`config.mk`:
```
export PLATFORM = sky130hd
export DESIGN_NAME = noc_switch_allocator
export DESIGN_NICKNAME = d
export VERILOG_FILES = /design/src/rtl/noc_switch_allocator_pkg.sv /design/src/rtl/noc_switch_allocator_rr_arbiter.sv /design/src/rtl/noc_switch_allocator.sv
export SDC_FILE = /design/constraint.sdc
export NUM_CORES = 1
export LEC_CHECK = 0
export ABC_CLOCK_PERIOD_IN_PS = 8750
export CAP_MARGIN = 20
export CORE_UTILIZATION = 45
export DETAILED_ROUTE_END_ITERATION = 7
export PLACE_DENSITY = 0.74
export SLEW_MARGIN = 20
export SYNTH_ARGS = -nofsm -noshare
export SYNTH_HDL_FRONTEND = slang
export SYNTH_SLANG_ARGS = --single-unit
```
`constraint.sdc`:
```
create_clock -name clk -period 8.75 [get_ports clk]
set_clock_uncertainty 0.15 [all_clocks]
set_input_delay 1.75 -clock clk [delete_from_list [all_inputs] [get_ports clk]]
set_output_delay 1.75 -clock clk [all_outputs]
set_load 0.1 [all_outputs]
```
`src/rtl/noc_switch_allocator_pkg.sv`:
```
// Shared types and helpers for the wormhole switch allocator.
package noc_switch_allocator_pkg;

    localparam int NUM_PORTS = 5;

    // Flit position within a packet, as carried on the input buffer head.
    typedef enum logic [1:0] {
        HEAD     = 2'b00,
        BODY     = 2'b01,
        TAIL     = 2'b10,
        HEADTAIL = 2'b11
    } flit_Data_Label;

    // Router port numbering.
    typedef enum logic [2:0] {
        LOCAL = 3'd0,
        NORTH = 3'd1,
        EAST  = 3'd2,
        SOUTH = 3'd3,
        WEST  = 3'd4
    } port_Id;

    // Per-output ownership state.
    typedef enum logic {
        OUT_IDLE   = 1'b0,
        OUT_LOCKED = 1'b1
    } out_state_e;

    // Flits that may open a packet (and so take part in arbitration).
    function automatic logic is_head(input flit_Data_Label l);
        return (l == HEAD) || (l == HEADTAIL);
    endfunction

    // Flits that may only follow a HEAD on an already-owned output.
    function automatic logic is_body_tail(input flit_Data_Label l);
        return (l == BODY) || (l == TAIL);
    endfunction

endpackage

```
`src/rtl/noc_switch_allocator_rr_arbiter.sv`:
```
// Combinational round-robin arbiter: grants the first requester at or after
// ptr, wrapping N-1 -> 0. Pointer storage lives in the instantiating block.
module rr_arbiter #(
    parameter int N = 5,
    localparam int IW = (N > 1) ? $clog2(N) : 1
) (
    input  logic [N-1:0]  req,
    input  logic [IW-1:0] ptr,
    output logic [N-1:0]  gnt,
    output logic [IW-1:0] gnt_idx
);

    // Scan requesters starting at ptr and pick the first one found.
    always_comb begin
        logic found;
        int   j;
        found   = 1'b0;
        j       = 0;
        gnt     = '0;
        gnt_idx = '0;
        for (int k = 0; k < N; k++) begin
            j = (int'(ptr) + k) % N;
            if (!found && req[j]) begin
                found   = 1'b1;
                gnt[j]  = 1'b1;
                gnt_idx = IW'(j);
            end
        end
    end

endmodule

```
`src/rtl/noc_switch_allocator.sv`:
```
// Wormhole switch allocator for one mesh router: per-output round-robin on
// packet heads, output lock until TAIL, and credit-based flow control.
//
// Handshake: in_valid[i] means input i presents a flit; in_grant[i] is the
// same-cycle accept. A flit moves exactly when in_valid[i] && in_grant[i];
// in_grant is never raised without in_valid and in_valid must not depend on
// in_grant. out_valid[o]/xbar_sel[o] describe that same transfer on output o.
module noc_switch_allocator
    import noc_switch_allocator_pkg::*;
#(
    parameter int NPORTS    = NUM_PORTS,
    parameter int BUF_DEPTH = 4,
    localparam int PW = $clog2(NPORTS),
    localparam int CW = $clog2(BUF_DEPTH + 1)
) (
    input  logic                 clk,
    input  logic                 rst,
    input  logic [NPORTS-1:0]    in_valid,
    input  logic [2*NPORTS-1:0]  in_label,
    input  logic [NPORTS*PW-1:0] in_out_port,
    output logic [NPORTS-1:0]    in_grant,
    output logic [NPORTS-1:0]    out_valid,
    output logic [NPORTS*PW-1:0] xbar_sel,
    input  logic [NPORTS-1:0]    credit_ret,
    output logic                 proto_err,
    output logic [NPORTS-1:0]    dbg_locked,
    output logic [NPORTS*PW-1:0] dbg_owner,
    output logic [NPORTS*PW-1:0] dbg_rr_ptr,
    output logic [NPORTS*CW-1:0] dbg_credits
);

    flit_Data_Label    lbl      [NPORTS];
    logic [PW-1:0]     dst      [NPORTS];
    logic [NPORTS-1:0] head_req [NPORTS];
    logic [NPORTS-1:0] arb_gnt  [NPORTS];
    logic [PW-1:0]     arb_idx  [NPORTS];

    out_state_e        state_q  [NPORTS];
    out_state_e        state_d  [NPORTS];
    logic [PW-1:0]     owner_q  [NPORTS];
    logic [PW-1:0]     owner_d  [NPORTS];
    logic [PW-1:0]     rr_q     [NPORTS];
    logic [PW-1:0]     rr_d     [NPORTS];
    logic [CW-1:0]     cred_q   [NPORTS];
    logic [CW-1:0]     cred_d   [NPORTS];

    logic [NPORTS-1:0] win_valid;
    logic [PW-1:0]     win_idx  [NPORTS];
    logic [NPORTS-1:0] win_lock;
    logic [NPORTS-1:0] win_unlock;
    logic [NPORTS-1:0] cred_ovf;
    logic              err_now;
    logic              proto_err_q;

    // Unpack the flat per-input buses into label and destination arrays.
    always_comb begin
        for (int i = 0; i < NPORTS; i++) begin
            lbl[i] = flit_Data_Label'(in_label[2*i +: 2]);
            dst[i] = in_out_port[PW*i +: PW];
        end
    end

    // Head flits contend for an output; a HEAD toward an output the same
    // input already owns is a protocol error and never competes.
    always_comb begin
        for (int o = 0; o < NPORTS; o++) begin
            for (int i = 0; i < NPORTS; i++) begin
                head_req[o][i] = in_valid[i] && (dst[i] == PW'(o)) && is_head(lbl[i])
                                 && !((state_q[o] == OUT_LOCKED) && (owner_q[o] == PW'(i)));
            end
        end
    end

    genvar g;
    generate
        for (g = 0; g < NPORTS; g++) begin : g_arb
            rr_arbiter #(.N(NPORTS)) u_arb (
                .req     (head_req[g]),
                .ptr     (rr_q[g]),
                .gnt     (arb_gnt[g]),
                .gnt_idx (arb_idx[g])
            );
        end
    endgenerate

    // Choose the winner per output: arbiter result when idle, only the
    // owner's BODY/TAIL when locked, nothing without credit or in reset.
    always_comb begin
        for (int o = 0; o < NPORTS; o++) begin
            win_valid[o]  = 1'b0;
            win_idx[o]    = '0;
            win_lock[o]   = 1'b0;
            win_unlock[o] = 1'b0;
            if (!rst && (cred_q[o] != '0)) begin
                if (state_q[o] == OUT_IDLE) begin
                    if (|arb_gnt[o]) begin
                        win_valid[o] = 1'b1;
                        win_idx[o]   = arb_idx[o];
                        win_lock[o]  = (lbl[arb_idx[o]] == HEAD);
                    end
                end else begin
                    if (in_valid[owner_q[o]] && (dst[owner_q[o]] == PW'(o))
                        && is_body_tail(lbl[owner_q[o]])) begin
                        win_valid[o]  = 1'b1;
                        win_idx[o]    = owner_q[o];
                        win_unlock[o] = (lbl[owner_q[o]] == TAIL);
                    end
                end
            end
        end
    end

    // Drive crossbar selects and the matching input pops from the winners.
    always_comb begin
        out_valid = win_valid;
        in_grant  = '0;
        xbar_sel  = '0;
        for (int o = 0; o < NPORTS; o++) begin
            if (win_valid[o]) begin
                xbar_sel[PW*o +: PW] = win_idx[o];
                in_grant[win_idx[o]] = 1'b1;
            end
        end
    end

    // Flag BODY/TAIL without ownership and HEAD/HEADTAIL while owning.
    always_comb begin
        logic owns;
        owns    = 1'b0;
        err_now = 1'b0;
        for (int i = 0; i < NPORTS; i++) begin
            for (int o = 0; o < NPORTS; o++) begin
                if (in_valid[i] && (dst[i] == PW'(o))) begin
                    owns = (state_q[o] == OUT_LOCKED) && (owner_q[o] == PW'(i));
                    if (is_body_tail(lbl[i]) && !owns) err_now = 1'b1;
                    if (is_head(lbl[i]) && owns)       err_now = 1'b1;
                end
            end
        end
    end

    // Credit bookkeeping: subtract sends, add returns, saturate at BUF_DEPTH.
    always_comb begin
        logic [CW:0] sum;
        sum = '0;
        for (int o = 0; o < NPORTS; o++) begin
            sum = {1'b0, cred_q[o]} + (CW+1)'(credit_ret[o]) - (CW+1)'(out_valid[o]);
            if (sum > (CW+1)'(BUF_DEPTH)) begin
                cred_d[o]   = CW'(BUF_DEPTH);
                cred_ovf[o] = 1'b1;
            end else begin
                cred_d[o]   = sum[CW-1:0];
                cred_ovf[o] = 1'b0;
            end
        end
    end

    // Per-output lock FSM next state; pointer advances only on idle grants.
    always_comb begin
        for (int o = 0; o < NPORTS; o++) begin
            state_d[o] = state_q[o];
            owner_d[o] = owner_q[o];
            rr_d[o]    = rr_q[o];
            if (win_valid[o]) begin
                if (state_q[o] == OUT_IDLE) begin
                    rr_d[o] = (win_idx[o] == PW'(NPORTS-1)) ? '0 : win_idx[o] + PW'(1);
                    if (win_lock[o]) begin
                        state_d[o] = OUT_LOCKED;
                        owner_d[o] = win_idx[o];
                    end
                end else if (win_unlock[o]) begin
                    state_d[o] = OUT_IDLE;
                end
            end
        end
    end

    // State registers; reset drops every lock immediately.
    always_ff @(posedge clk or posedge rst) begin
        if (rst) begin
            for (int o = 0; o < NPORTS; o++) begin
                state_q[o] <= OUT_IDLE;
                owner_q[o] <= '0;
                rr_q[o]    <= '0;
                cred_q[o]  <= CW'(BUF_DEPTH);
            end
            proto_err_q <= 1'b0;
        end else begin
            for (int o = 0; o < NPORTS; o++) begin
                state_q[o] <= state_d[o];
                owner_q[o] <= owner_d[o];
                rr_q[o]    <= rr_d[o];
                cred_q[o]  <= cred_d[o];
            end
            proto_err_q <= proto_err_q | err_now | (|cred_ovf);
        end
    end

    // Expose the per-output state for observation.
    always_comb begin
        for (int o = 0; o < NPORTS; o++) begin
            dbg_locked[o]           = (state_q[o] == OUT_LOCKED);
            dbg_owner[PW*o +: PW]   = owner_q[o];
            dbg_rr_ptr[PW*o +: PW]  = rr_q[o];
            dbg_credits[CW*o +: CW] = cred_q[o];
        end
    end

    assign proto_err = proto_err_q;

endmodule

```
==> results_dict.tcl, run 1 <==
set metrics [dict create \
    syn_nets 2444 \
    clock_sinks 51 \
    grt_pass1_vias 16690 \
    avgRoutedWirePerCell_um 20.37 \
    r2r_cells 32 \
    synth_compound_area_share_pct 32.38 \
    fmax_mhz 118.3 \
    die_area_sq_mm 0.03678 \
    vias 18170 \
    netlist.area_leader.share_pct 13.43 \
    fin_util_pct 51.24 \
    synth_area_sq_mm 0.01621 \
    critPathRequiredTime_ns 6.85 \
    met3_usage_pct 4.732 \
    nNetsFinal 2518 \
    synth_cell_types 122 \
    synthFlopType "dfrtp_1" \
    die_y_um 191.8 \
    gr-max-usage-layer "met2" \
    first_iter_violations 1796 \
    use_met1_pct 40.81 \
    hold_path_class "reg -> reg" \
    synth_xor_area_share_pct 3.960 \
    die_w_um 191.8 \
    path_max_fanout 10 \
    avgSynthCellArea_sq_um 7.281 \
    clock_latency_ns 0.31 \
    netlist_instances 2226 \
    io_pins 113 \
    antenna_found_initial 7 \
    path_class "in -> out" \
    synth-seq-area-share_pct 7.913 \
    synth-simple-area-share_pct 26.69 \
    cts_root_buf "clkbuf_16" \
    synthAdderAreaFrac_pct 14.30 \
    endpoint_kind "primary output" \
    met2_usage_pct 47.70 \
    wirelength_mm 56.37 \
    drt_first_pass_iters 6 \
    grt_overflow 0 \
    start_kind "input port" \
    synth_mux_area_share_pct 7.689 \
    cts_hold_buf 0 \
    maxCapViolCount 0 \
    viasPerCell 6.567 \
    finalSetupViolCount 0 \
    synth_top_family_by_area "compound AO/OA/AOI/OAI gates" \
    area_growth_syn_to_layout_pct 12.18 \
    numCtsBuffers 5 \
    clk_path_buf_depth 2 \
    drv_slew 0 \
    yosysWarnings 0 \
    stdcell_count 2767 \
    maxSlewHeadroom_pct 27.64 \
    min_period_ns 8.455 \
    synth_top_area_cell "ha_1" \
    hold_violations 0 \
    cp_data_arrival_time_ns 6.55 \
    synth_edf_count 0 \
    synth.area.top_cells "ha_1 13%, dfrtp_1 7.1%, nand2_1 4.4%, a21oi_1 4.3%, nor2_1 3.9%" \
    finalCritPeriodShare_pct 96.63 \
    worst_slew_pin_slew_ns 1.082 \
    place.gp.congestion 1.006 \
    dp_hpwl_mm 44.20 \
    start_util_pct 45.68 \
    drive_above_1_share_pct 11.43 \
    grt_usage_pct 29.79 \
    row_count 69 \
    whs_path_depth 3 \
    antenna_left 0 \
    cts_tree "yes" \
    grt_max_degree 47 \
    ys_async_sr_fraction_pct 100.0 \
    status "complete, no violations" \
    grt_setup_unrepaired "no" \
    cts_htree_levels 2 \
    portBuffers 112 \
    grt_pass1_wl_mm 88.91 \
    core_sq_mm 0.03548 \
    dp.cells 2754 \
    drc 0 \
    cts.clk_slew.worst_paths_ns 0.07 \
    ys_ff_latch 51 \
]
[worst max-delay path, cell delays in order]
cell and delay, ns:
clkdlybuf4s50_1 0.67, or4b_1 0.73, or3_1 0.46, mux2i_1 0.22, o221a_2 0.28, a211o_1 0.19
o31a_1 0.15, o21ai_0 0.20, a31oi_2 0.55, o21a_1 0.26, inv_1 0.18, o21ai_1 0.40
nand2_1 0.11, nand3_1 0.19, buf_12 0.21
[layout make-up]
cell class                 instances  area [sq um]
antenna                            5         12.51
multi-input combinational       1891         13830
tap                              461         576.8
sequential                        51          1290
timing repair buffer             176          1664
fill                            3441         17300
clock inverter                     3         28.78
clock buffer                       5         125.1
inverter                         175         656.9
[metrics by stage]
step	hold slack, ns	TNS [ns]	setup slack (ns)	cell area, sq um
6_report	0.5502	0	0.2952	18180
5_1_grt	0.5986	0	0.01771	18180
4_1_cts	0.5607	0	0.4314	18160
3_5_place_dp	0.5388	0	0.2970	18010
3_3_place_gp	0.5302	0	0.5436	18010
2_1_floorplan	0.7056	-0.2886	-0.1852	16260
[state kept, by name, summed over array words and instances, names as in the netlist]
| signal | count |
|---|---|
| dbg_credits | 15 |
| dbg_owner | 15 |
| dbg_rr_ptr | 15 |
| dbg_locked | 5 |
| proto_err | 1 |
[final timing paths]
kind                                     start              to  slack (ns)
max in group asynchronous                  rst   dbg_rr_ptr[3]        5.86
worst max register to register   dbg_rr_ptr[7]       proto_err        0.57
worst min register to register   dbg_rr_ptr[1]   dbg_rr_ptr[1]        0.55
min in group asynchronous                  rst  dbg_credits[1]        1.70
worst min-delay path             dbg_rr_ptr[1]   dbg_rr_ptr[1]        0.55
worst max-delay path            in_out_port[4]     in_grant[2]        0.30
[per-layer routing]
| metal | part of all wire [%] | wire (um) |
|---|---|---|
| met5 | 0.020 | 11 |
| met3 | 8.8 | 4962 |
| met1 | 43 | 24380 |
| met2 | 45 | 25450 |
| met4 | 2.8 | 1565 |
[cell families (layout without fill, tap and decap cells)]
kind of cell             count (synthesis)  after routing
AND/OR/NAND/NOR                        803            803
other                                    0              5
flip-flops                              51             51
AO/OA/AOI/OAI                          740            740
buffers and inverters                  284            359
multiplexers                           101            101
adder cells (fa/ha/maj)                181            181
XOR/XNOR                                66             66
[layout by cell type (no fill, tap or decap), types with 25 or more instances in the layout]
cell type	synthesis	layout
nand2_1	192	192
ha_1	174	173
nor2_1	169	169
inv_1	161	160
a21oi_1	138	138
o21ai_0	126	123
clkdlybuf4s50_1	0	87
buf_4	3	79
nor3_1	77	74
mux2i_1	60	60
nand3_1	56	56
xnor2_1	49	49
a31oi_1	46	46
o211ai_1	42	42
nand2b_1	41	41
dfrtp_1	46	40
a21o_1	32	32
nor2b_1	26	26
a22oi_1	25	25
a211oi_1	25	25
[cell usage after synthesis, drive strengths merged, types with 10 or more instances]
master and count:
nand4 21, o32ai 11, nor2 169, mux2 25, a21o 32, xor2 14
and2 18, or2 22, mux2i 60, a31o 11, ha 174, nand3b 14
nand4b 12, o22ai 19, a22oi 25, nor2b 26, o31ai 23, inv 169
a32oi 11, a211o 15, mux4 16, a211oi 29, a31oi 50, xnor2 52
nand3 56, nor3b 14, nor4 22, buf 57, nor3 81, nor4bb 10
o21ai 146, o311ai 11, a21oi 147, a221oi 10, nand2b 42, o2111ai 11
or3 22, o21a 22, dfrtp 46, o211ai 43, or4 10, clkbuf 52
and3 24, nand2 193
[repair_timing]
item	4_1_cts	5_1_grt
endpoints found under the setup margin	0	5
setup buffers	0	0
gates resized for setup	0	2
Power of run 1 is left out: the tool's default activity adds up to more than one toggle a clock period on the data nets, which glitch-free logic cannot reach.
==> inputs of run 2 (changes only) <==
- CORE_UTILIZATION: 45 -> 50
- PLACE_DENSITY: 0.74 -> 0.79
==> results_dict.tcl, run 2 (synthesized netlist as in run 1, its figures left out) <==
set metrics [dict create \
    reg2reg_to "proto_err" \
    start_util_pct 51.10 \
    drv_slew 0 \
    row_count 65 \
    fmax_mhz 115.3 \
    start_kind "input port" \
    grt_setup_unrepaired "no" \
    fin_tns_setup_ns 0 \
    clock_sinks 51 \
    min_period_ns 8.673 \
    met3_usage_pct 5.295 \
    portBuffers 112 \
    cts_htree_levels 2 \
    die_w_um 182.0 \
    die_area_sq_mm 0.03314 \
    avgRoutedWirePerCell_um 20.95 \
    antenna_found_initial 4 \
    antenna_left 0 \
    drt_first_pass_iters 8 \
    cpMostUsedCell "nand3_1" \
    place.gp.congestion 1.159 \
    io_pins 113 \
    worst_path_largest_cell_delay_ns 0.94 \
    critPathTopFamily "compound AO/OA/AOI/OAI gates" \
    cp_slowest_cell "xnor2_1" \
    die_y_um 182.0 \
    maxSlewHeadroom_pct 20.72 \
    grt_usage_pct 33.26 \
    path_class "in -> out" \
    r2r_slack_ns 0.62 \
    grt_pass1_vias 16730 \
    path_cells "clkdlybuf4s50_1, xnor2_1, nand3_1, a211oi_1, a221oi_1, nor4_2, a21o_1, nor4_1, a311oi_1, a221o_1, inv_1, a32oi_1, nand3_1, buf_12" \
    finalCritPeriodShare_pct 99.12 \
    hold_path_class "reg -> reg" \
    numCtsBuffers 5 \
    fillers 2919 \
    drive_above_1_share_pct 11.69 \
    dp_hpwl_mm 44.49 \
    grt_overflow 0 \
    endpoint_kind "primary output" \
    final_cell_mix "192 x nand2_1, 173 x ha_1, 169 x nor2_1" \
    viasPerCell 6.813 \
    cts_tree "yes" \
    final_common_cell "nand2_1" \
    path_max_fanout 7 \
    endpoint "in_grant[2]" \
    cts_hold_buf 0 \
    cp_num_cells 14 \
    cp_data_arrival_time_ns 6.77 \
    met2_usage_pct 52.60 \
    area_growth_syn_to_layout_pct 11.94 \
    r2r_cells 30 \
    cts_root_buf "clkbuf_16" \
    grt_pass1_wl_mm 89.62 \
    finalSetupViolCount 0 \
    maxCapViolCount 0 \
    fin_util_pct 57.20 \
    cts.clk_slew.worst_paths_ns 0.08 \
    clock_latency_ns 0.31 \
    status "complete, no violations" \
    stdcell_count 2704 \
    clk_path_buf_depth 2 \
    gr-max-usage-layer "met2" \
    hold_violations 0 \
    use_met1_pct 44.66 \
    cp_num_buf_inv 3 \
    critPathRequiredTime_ns 6.85 \
    nNetsFinal 2518 \
    vias 18420 \
    drc 0 \
    r2r_start "dbg_rr_ptr[1]" \
    first_iter_violations 2209 \
    grt_max_degree 41 \
    wirelength_mm 56.65 \
    dp.cells 2693 \
    startpoint "in_label[8]" \
    worst_slew_pin_slew_ns 1.181 \
    core_sq_mm 0.03172 \
]
-- run 2: repair_timing --
action	4_1_cts	5_1_grt
buffers inserted	0	2
gates resized for setup	0	7
hold endpoints to repair	0	0
endpoints found under the setup margin	0	5
-- run 2: per-layer routing --
| metal | up-vias | part of all wire, % | wire (um) |
|---|---|---|---|
| li1 | 8544 | - | - |
| met1 | 8767 | 42 | 23880 |
| met2 | 947 | 44 | 24840 |
| met3 | 163 | 9.3 | 5293 |
| met4 | 2 | 4.6 | 2627 |
| met5 | - | 0.019 | 11 |
-- run 2: metrics by stage --
step           instance area [sq um]  hold WS, ns  setup slack [ns]
5_1_grt                        18140       0.6183           0.05661
3_5_place_dp                   17920       0.5418            0.2782
2_1_floorplan                  16260       0.7056           -0.1852
3_3_place_gp                   17920       0.5453            0.4957
4_1_cts                        18090       0.5592            0.3595
6_report                       18140       0.5660           0.07709
-- run 2: area by class of cell --
| cell class | count | area [sq um] | area share [%] |
|---|---|---|---|
| timing repair buffer | 176 | 1664 | 9.172 |
| clock inverter | 3 | 46.29 | 0.2552 |
| antenna | 1 | 2.502 | 0.01379 |
| multi-input combinational | 1891 | 13850 | 76.36 |
| inverter | 175 | 656.9 | 3.621 |
| tap | 402 | 503.0 | 2.772 |
| sequential | 51 | 1291 | 7.117 |
| clock buffer | 5 | 125.1 | 0.6897 |
-- run 2: worst min path at each step --
| stage | slack [ns] | cells after the start | to | startpoint |
|---|---|---|---|---|
| after floorplan | 0.71 | 2 | dbg_credits[14] | dbg_credits[14] |
| after global placement | 0.55 | 3 | dbg_rr_ptr[7] | dbg_rr_ptr[7] |
| after detailed placement | 0.54 | 3 | dbg_rr_ptr[7] | dbg_rr_ptr[7] |
| after CTS | 0.56 | 3 | dbg_rr_ptr[7] | dbg_rr_ptr[7] |
| after global routing | 0.62 | 2 | dbg_rr_ptr[5] | dbg_rr_ptr[5] |
| final | 0.57 | 3 | dbg_rr_ptr[7] | dbg_rr_ptr[7] |
-- run 2: worst register-to-register path: cells and delay by family, from the launching register on --
kind                     cells  cell delay [ns]
AO/OA/AOI/OAI                9             1.93
XOR/XNOR                     1             0.26
adder cells (fa/ha/maj)      6             1.91
buffers and inverters        6             0.93
flip-flops                   1             0.58
multiplexers                 1             0.13
AND/OR/NAND/NOR              7             2.08
Power of run 2 is left out for the same reason.
